===== src/rtl/ldiv_pkg.sv =====
// Shared types and sizing helpers for the pipelined long divider.
package ldiv_pkg;

   typedef enum logic [1:0] {
      RES_NORMAL = 2'd0,
      RES_DIVZ   = 2'd1,
      RES_OVF    = 2'd2
   } res_kind_e;

   function automatic int ceil_div(input int a, input int b);
      return (a + b - 1) / b;
   endfunction

   // Flattened width of the per-stage record:
   // kind(2) neg_q neg_r nraw(n) num(n) den(d) quo(n) rem(d+1) tag(t)
   function automatic int rec_width(input int n, input int d, input int t);
      return 5 + 3 * n + 2 * d + t;
   endfunction

endpackage


===== src/rtl/ldiv_stage.sv =====
// One registered restoring-division step resolving up to K quotient bits, MSB first.
module ldiv_stage
   import ldiv_pkg::*;
#(
   parameter int N     = 16,
   parameter int D     = 16,
   parameter int T     = 4,
   parameter int K     = 1,
   parameter int STAGE = 1,
   localparam int REC_W = rec_width(N, D, T)
) (
   input  logic             clk,
   input  logic             reset,
   input  logic             adv_i,
   input  logic [REC_W-1:0] rec_i,
   output logic [REC_W-1:0] rec_o
);

   // The last stage only resolves whatever bits are left over.
   localparam int BITS = (STAGE * K > N) ? (N - (STAGE - 1) * K) : K;

   typedef struct packed {
      res_kind_e      kind;
      logic           neg_q;
      logic           neg_r;
      logic [N-1:0]   nraw;
      logic [N-1:0]   num;
      logic [D-1:0]   den;
      logic [N-1:0]   quo;
      logic [D:0]     rem;
      logic [T-1:0]   tag;
   } rec_t;

   rec_t       in_s, rec_d, rec_q;
   logic [D:0] r_v;

   assign in_s = rec_i;

   always_comb begin
      rec_d = in_s;
      r_v   = '0;
      for (int i = 0; i < BITS; i++) begin
         r_v       = {rec_d.rem[D-1:0], rec_d.num[N-1]};
         rec_d.num = {rec_d.num[N-2:0], 1'b0};
         if (r_v >= {1'b0, rec_d.den}) begin
            rec_d.rem = r_v - {1'b0, rec_d.den};
            rec_d.quo = {rec_d.quo[N-2:0], 1'b1};
         end else begin
            rec_d.rem = r_v;
            rec_d.quo = {rec_d.quo[N-2:0], 1'b0};
         end
      end
   end

   always_ff @(posedge clk) begin
      if (reset)      rec_q <= '0;
      else if (adv_i) rec_q <= rec_d;
   end

   assign rec_o = rec_q;

endmodule


===== src/rtl/ldiv_pipe.sv =====
// Pipelined signed/unsigned long divider with tag passthrough, special-case flags
// and a global-stall ready/valid handshake.
module ldiv_pipe
   import ldiv_pkg::*;
#(
   parameter int NUMERATOR_WIDTH   = 16,
   parameter int DENOMINATOR_WIDTH = 16,
   parameter int BITS_PER_STAGE    = 1,
   parameter int TAG_WIDTH         = 4
) (
   input  logic                         clk,
   input  logic                         reset,
   input  logic                         valid_in,
   output logic                         ready_in,
   input  logic                         signed_in,
   input  logic [NUMERATOR_WIDTH-1:0]   numerator_in,
   input  logic [DENOMINATOR_WIDTH-1:0] denominator_in,
   input  logic [TAG_WIDTH-1:0]         tag_in,
   output logic                         valid_out,
   input  logic                         ready_out,
   output logic [NUMERATOR_WIDTH-1:0]   quotient_out,
   output logic [NUMERATOR_WIDTH-1:0]   remainder_out,
   output logic [TAG_WIDTH-1:0]         tag_out,
   output logic                         div_zero_out,
   output logic                         overflow_out
);

   localparam int N      = NUMERATOR_WIDTH;
   localparam int D      = DENOMINATOR_WIDTH;
   localparam int T      = TAG_WIDTH;
   localparam int STAGES = ceil_div(N, BITS_PER_STAGE);
   localparam int REC_W  = rec_width(N, D, T);

   typedef struct packed {
      res_kind_e      kind;
      logic           neg_q;
      logic           neg_r;
      logic [N-1:0]   nraw;
      logic [N-1:0]   num;
      logic [D-1:0]   den;
      logic [N-1:0]   quo;
      logic [D:0]     rem;
      logic [T-1:0]   tag;
   } rec_t;

   logic              adv;
   logic [STAGES+1:0] vld_pipe_q;
   logic              neg_n, neg_d;
   rec_t              prep_d, prep_q, fin;
   logic [REC_W-1:0]  srec [0:STAGES];
   logic [N-1:0]      r_ext;
   logic [N-1:0]      quo_d, quo_q, rem_d, rem_q;
   logic [T-1:0]      tag_q;
   logic              dz_d, dz_q, ovf_d, ovf_q;
   logic              unused_fin;

   // Whole pipe moves together; only a held output result can stall it.
   assign adv      = !valid_out || ready_out;
   assign ready_in = adv;

   always_ff @(posedge clk) begin
      if (reset)    vld_pipe_q <= '0;
      else if (adv) vld_pipe_q <= {vld_pipe_q[STAGES:0], valid_in};
   end

   assign neg_n = signed_in & numerator_in[N-1];
   assign neg_d = signed_in & denominator_in[D-1];

   always_comb begin
      prep_d       = '0;
      prep_d.kind  = RES_NORMAL;
      if (denominator_in == '0)
         prep_d.kind = RES_DIVZ;
      else if (signed_in && numerator_in == {1'b1, {(N-1){1'b0}}} && &denominator_in)
         prep_d.kind = RES_OVF;
      prep_d.neg_q = neg_n ^ neg_d;
      prep_d.neg_r = neg_n;
      prep_d.nraw  = numerator_in;
      // Negating the most-negative value yields its correct unsigned magnitude.
      prep_d.num   = neg_n ? -numerator_in : numerator_in;
      prep_d.den   = neg_d ? -denominator_in : denominator_in;
      prep_d.tag   = tag_in;
   end

   always_ff @(posedge clk) begin
      if (reset)    prep_q <= '0;
      else if (adv) prep_q <= prep_d;
   end

   assign srec[0] = prep_q;

   for (genvar s = 1; s <= STAGES; s++) begin : g_stage
      ldiv_stage #(
         .N     (N),
         .D     (D),
         .T     (T),
         .K     (BITS_PER_STAGE),
         .STAGE (s)
      ) u_stage (
         .clk   (clk),
         .reset (reset),
         .adv_i (adv),
         .rec_i (srec[s-1]),
         .rec_o (srec[s])
      );
   end

   assign fin        = srec[STAGES];
   assign r_ext      = N'(fin.rem[D-1:0]);
   assign unused_fin = ^{fin.num, fin.den, fin.rem[D]};

   always_comb begin
      quo_d = fin.neg_q ? -fin.quo : fin.quo;
      rem_d = fin.neg_r ? -r_ext : r_ext;
      dz_d  = 1'b0;
      ovf_d = 1'b0;
      case (fin.kind)
         RES_DIVZ: begin
            quo_d = '1;
            rem_d = fin.nraw;
            dz_d  = 1'b1;
         end
         RES_OVF: begin
            quo_d = {1'b1, {(N-1){1'b0}}};
            rem_d = '0;
            ovf_d = 1'b1;
         end
         default: ;
      endcase
   end

   always_ff @(posedge clk) begin
      if (reset) begin
         quo_q <= '0;
         rem_q <= '0;
         tag_q <= '0;
         dz_q  <= 1'b0;
         ovf_q <= 1'b0;
      end else if (adv) begin
         quo_q <= quo_d;
         rem_q <= rem_d;
         tag_q <= fin.tag;
         dz_q  <= dz_d;
         ovf_q <= ovf_d;
      end
   end

   assign valid_out     = vld_pipe_q[STAGES+1];
   assign quotient_out  = quo_q;
   assign remainder_out = rem_q;
   assign tag_out       = tag_q;
   assign div_zero_out  = dz_q;
   assign overflow_out  = ovf_q;

endmodule


===== config.mk =====
export PLATFORM = sky130hd
export DESIGN_NAME = ldiv_pipe
export DESIGN_NICKNAME = d
export VERILOG_FILES = /design/src/rtl/ldiv_pkg.sv /design/src/rtl/ldiv_stage.sv /design/src/rtl/ldiv_pipe.sv
export SDC_FILE = /design/constraint.sdc
export NUM_CORES = 2
export LEC_CHECK = 0
export BUFFER_PORTS_ARGS = -buffer_cell sky130_fd_sc_hd__clkbuf_2
export CAP_MARGIN = 20
export CORE_MARGIN = 3
export CORE_UTILIZATION = 55
export CTS_BUF_LIST = sky130_fd_sc_hd__clkbuf_8
export DETAILED_ROUTE_END_ITERATION = 10
export PLACE_DENSITY = 0.76
export SLEW_MARGIN = 20
export SYNTH_ARGS = -nofsm -noshare
export SYNTH_HDL_FRONTEND = slang
export SYNTH_SLANG_ARGS = --single-unit

===== constraint.sdc =====
create_clock -name clk -period 2.9 [get_ports clk]
set_input_delay 0.145 -clock clk [delete_from_list [all_inputs] [get_ports clk]]
set_output_delay 0.145 -clock clk [all_outputs]
set_load 0.01 [all_outputs]

# == Word-level counts from Yosys, hierarchy flattened ==
# Index checks and enable logic that the tools add are counted.
# totals
out_inout_bits,40
reg_bits,1248
# classes
n_addsub,20
n_eq_ne,3
n_mux,26
order_cmp,16
bitwise,3
reduce_logical,6
# op_table
operator,count
18-bit 2-to-1 mux,16
17-bit by 16-bit greater-or-equal comparator with 1-bit output,15
17-bit by 16-bit subtractor with 17-bit output,15
16-bit 2-to-1 mux,4
16-bit negation,4
16-bit case mux with 2 select lines,2
1-bit by 16-bit subtractor with 17-bit output,1
16-bit equality test (second input constant),1
1-bit by 16-bit greater-or-equal comparator with 1-bit output,1
16-bit zero test,1
16-bit AND reduction,1
2-bit 2-to-1 mux,2
1-bit AND,2
2-bit by 1-bit equality test with 1-bit output (second input constant),1
2-bit equality test (second input constant),1
1-bit logical AND,2
1-bit 2-to-1 mux,2
1-bit zero test,1
1-bit logical OR,1
1-bit XOR,1

# == Depth between registers and ports, before layout ==
# depth
ltp_word,5
mapped_depth,13
mapped_depth_nobuf,11

# == By module ==
# Synthesis repeated with hierarchy kept, for this count alone.
# unflattened
hier_cells,7866
hier_area_um2,71200.8
# by_module_without_submodules
mod,area_each_um2,cells_per_inst,n_inst,seq_area_each_um2
ldiv_stage (g_stage[2].u_stage ...),4088.9,451,8,1761.7
ldiv_stage (g_stage[12].u_stage ...),4170.2,453,6,1761.7
ldiv_stage (g_stage[10].u_stage ...),4086.4,439,2,1761.7
ldiv_pipe,5295.1,662,1,2222.1

# == Worst setup path before layout ==
# OpenSTA, ideal clock, no wires.
# synth_timing
path_type,register to register
start,"register g_stage[7].u_stage.rec_q, in the netlist g_stage[7].u_stage.rec_o[38]"
end,"register g_stage[8].u_stage.rec_q, in the netlist g_stage[8].u_stage.rec_o[18]"
stages_incl_launch_ff,12
setup_ns,0.116
setup_slack_ns,0.300
required_time_ns,2.784
arrival_ns,2.484
synth_period_minus_slack_ns,2.600
cell_sequence,dfxtp_1 > inv_1 > ha_1 > nor2b_1 > o211ai_2 > a21boi_1 > o41a_1 > a311o_1 > a31o_1 > buf_6 > buf_6 > a31o_2
# synth_via
elab_chain_len,2
word_cells_on_any_way,3
# synth_lines
element,line,source
start: declaration,ldiv_stage.sv:34,"rec_t in_s, rec_d, rec_q;"
start signal: assignment,ldiv_stage.sv:57,else if (adv_i) rec_q <= rec_d;
17-bit by 16-bit subtractor with 17-bit output or 17-bit by 16-bit greater-or-equal comparator with 1-bit output (tied branches),"ldiv_stage.sv:46, ldiv_stage.sv:45",
18-bit 2-to-1 mux (*),ldiv_stage.sv:45,"if (r_v >= {1'b0, rec_d.den}) begin"
end signal: assignment,ldiv_stage.sv:57,
end: declaration,ldiv_stage.sv:34,
# Every way passes the cells marked *; elsewhere a longest branch is shown, timed or not.
# A chain may end at the register's enable or synchronous reset.

# == Final worst setup path ==
# layout_timing
start,"register g_stage[14].u_stage.rec_q, in the netlist g_stage[14].u_stage.rec_o[43]"
end,"register g_stage[15].u_stage.rec_q, in the netlist g_stage[15].u_stage.rec_o[5]"
# layout_via
elab_chain_len,2
# layout_lines
element,line
start: declaration,ldiv_stage.sv:34
start signal: assignment,ldiv_stage.sv:57
17-bit by 16-bit greater-or-equal comparator with 1-bit output,ldiv_stage.sv:45
18-bit 2-to-1 mux,ldiv_stage.sv:45
end signal: assignment,ldiv_stage.sv:57
end: declaration,ldiv_stage.sv:34
# No other way between the ends.

==> results.md <==
* CTS clk-pin slew, worst paths at approximately 0.070 ns
* Fin nets at 7869
* Clk_skew at about 0.037 ns
* Hold Violations, Final at 0
* Critical Path RT at between 3 and 4 ns
* Slew @ Worst Pin at approximately 1.1 ns
* CP max FO at 10
* Gp weighted congestion at 0.918
* Crit end category: flop
* DRC at 0
* Met3 usage at ~4.7%
* CTS sink cnt at 1232
* Synth top area cells: dfxtp_1 43%, nand2_1 13%, a21oi_1 10%, ha_1 5.4%, clkbuf_1 2.8%
* Power per cell area at about 890 nW/um^2
* Synth area leader: dfxtp_1
* Achievable clock frequency at roughly 0.36 GHz
* Async set or reset register ratio after synthesis at 0%
* Num rows at approximately 120
* Post-Route WL at 146000 um
* Syn_nets at slightly below 8000
* # setup viols final at 0
* Filler instances at 9287
* Most frequent cells in the layout: 2037 x nand2_1, 1231 x dfxtp_1, 1195 x a21oi_1, 380 x inv_1, 333 x nor2_1
* Initial antenna violation count at 4
* First-pass GRT wire length at 237000 um
* Boundary pin count at 81
* Synthesized flop and latch total at between 1000 and 1500
* Crit-path slowest cell: a221o_1
* Register area share after synthesis at 42.6%
* Critical setup path kind: reg2reg
* R2R Setup Slk at 0.15 ns
* Switch share at approximately 36%
* Total Die Area at between 100000 and 150000 um^2
* Final Total Pwr at about 0.058 W
* Max Cap Viol at 0
* Ratio of cells with drive above 1 in the final layout at between 8 and 9%
* TritonRoute pass-1 iters at 7
* Final HPWL DP at between 90000 and 100000 um
* CTS Buf Count at a little under 200
* Worst EP arrival at approximately 3.5 ns
* Met2 usage at between 40% and 50%
* DRT iter0 DRCs at about 4400
* Area of the core at approximately 100000 um^2
* Met1 usage at about 36%
* Post-synth EDFFs at 0
* Synth Flop Type: dfxtp_1
* Clock Root Buffer: clkbuf_8
* CP Launch Type: flop
* # H-tree levels at 4
* Final global-route overflow total at 0
* CP Cell Sequence: inv_1, ha_1, a21o_1, a21o_1, a21o_1, a221o_1, a21oi_4, a22o_4, nor4_1, a311o_1
* Clk pwr share at a little over a quarter
* P_sw at just over 0.02 W
* ANT nets after route at 0
* Commonest non-fill, non-tap cell in the layout: nand2_1
* Port bufs at 80
* Crit-path max cell delay at 0.41 ns
* Final Cycle Share at ~95%
* Leak pwr at around 24 nW
* Wire length per cell after detailed routing at 16.0 um
* Clock buffer depth at 3
* Grt peak-use layer: met2
* Cells after Synth at roughly 7500
* Largest net degree at the start of global routing at about 220
* VDD IR max at approximately 0.47 mV
* Setup total negative slack at 0 ns
* Syn_area_per_cell at 7.69 um^2
* Vias per cell at 5.61
* Multi-input gate area at between 30000 and 40000 um^2
* Layout area overhead at 12.1%
* Final Critical Period at 2.75 ns
* Comb pwr share at between 30 and 40%
* Number of global-route vias before repair at around 47000
* YS warnings at 0
* Sequential Area at about 25000 um^2
* Skew-Pair Late Insertion Delay at approximately 0.86 ns
* Gr usage total at between 20% and 30%
* Final slew viol count at 0
* Vias at ~51000
* Initial Util at 55.6%
* Max_slew headroom at roughly 29%
* Die W at 330 um
* Most frequent CP cell: a21o_1
* Worst hold path class: in2reg
* Flop pwr share at between 30 and 40%
* Worst Path Buf+Inv at 1
* CTS tree: done
* Post-Syn Area at around 58000 um^2
* Status: complete, no violations
* CP top delay family: compound AO/OA/AOI/OAI gates
* Die Span Y at between 300 and 400 um
* Yosys top cell area share at 42.6%
* Post-synth cell types at around 100
* Int Pwr at 0.0370 W
## registers in the layout (all words and copies together), names as in the netlist
register and flops:
tag_out 4, g_stage.u_stage.rec_o 1121, overflow_out 1, vld_pipe_q 18, div_zero_out 1, remainder_out 16
prep_q 55, quotient_out 16
## power groups by stage
stage | sequential [W] | combinational, W | clock (W)
6_report | 0.0195 | 0.0226 | 0.0155
3_5_place_dp | 0.0198 | 0.0216 | 0
3_3_place_gp | 0.0198 | 0.0213 | 0
4_1_cts | 0.0195 | 0.0218 | 0.0158
2_1_floorplan | 0.0194 | 0.0164 | 0
5_1_grt | 0.0196 | 0.0248 | 0.0166
## path summary, 6_finish.rpt
kind                                 start                       endpoint  cells past startpoint
max          g_stage[14].u_stage.rec_o[43]   g_stage[15].u_stage.rec_o[5]                     10
min                       numerator_in[14]                     prep_q[83]                      4
max reg2reg  g_stage[14].u_stage.rec_o[43]   g_stage[15].u_stage.rec_o[5]                     10
min reg2reg  g_stage[10].u_stage.rec_o[23]  g_stage[11].u_stage.rec_o[24]                      2
## repair_timing
| item | in CTS | in global routing |
|---|---|---|
| cloned | 0 | 1 |
| gates resized for setup | 0 | 24 |
| hold buffers | 60 | 0 |
| hold endpoints to repair | 385 | 0 |
| setup endpoints to repair | 1 | 77 |
| pin swaps | 1 | 7 |
| setup buffers | 2 | 8 |
## worst min-delay path: stages
cell and delay (ns):
dlygate4sd3_1 0.54, clkbuf_2 0.13, nand2_1 0.06, a21oi_1 0.05
## metrics by stage
step                      std cells  setup WS (ns)  utilization [%]  area [um^2]  hold WS [ns]
final                          9104          0.146             62.4        64800        0.0936
after global routing           9104       -0.00802             62.4        64800        0.0603
after floorplan                7518          0.300                -        57800         0.285
after CTS                      9091         0.0265             62.2        64600        0.0130
after detailed placement       8674       -0.00543             57.6        59800         0.381
after global placement         8674        -0.0103             57.6        59800         0.379
## routing by layer
metal	vias up	routed length (um)	share of wire, %
li1	25800	-	-
met2	1256	65000	45
met5	-	0	0
met1	23800	68600	47
met3	265	8510	5.8
met4	0	3800	2.6
## cells by family after synthesis
logic type      share of synthesized area [%]
xor+xnor                                 2.98
simple gates                             20.5
flops                                    42.6
mux                                      1.73
buf+inv                                  5.30
compound gates                           21.0
fa+ha+maj                                5.91
## layout make-up
| cell class | count | area share, % |
|---|---|---|
| multi-input combinational | 5490 | 46.7 |
| sequential | 1232 | 38.0 |
| clock buffer | 251 | 5.33 |
| timing repair buffer | 315 | 4.24 |
| tap | 1380 | 2.66 |
| inverter | 328 | 1.91 |
| clock inverter | 104 | 1.14 |
| antenna | 4 | 0.0154 |
## synth_stat cells, types with 10 or more instances
library cell / n
and2_1: 17
or2_2: 12
a311oi_1: 34
buf_1: 16
fa_1: 15
mux2i_1: 98
o21bai_1: 10
xnor2_1: 131
clkbuf_1: 427
o311ai_0: 21
o21ai_1: 11
a31oi_1: 64
inv_1: 326
buf_2: 15
a21boi_0: 11
nand4_1: 43
ha_1: 249
nand2b_1: 25
or3_1: 32
and3_1: 37
o21ai_0: 272
o31ai_1: 36
a211oi_1: 107
nor4_1: 27
nand3_1: 92
xor2_1: 66
a21oi_1: 1196
nand2_1: 2037
o21a_1: 59
o211ai_1: 29
a31o_2: 14
nor2_1: 335
nor3_1: 113
dfxtp_1: 1232
nor2b_1: 47
a221oi_1: 12
a21o_1: 63
or4_1: 11
o31a_1: 23
No activity file was read; power rests on OpenSTA's default activity.
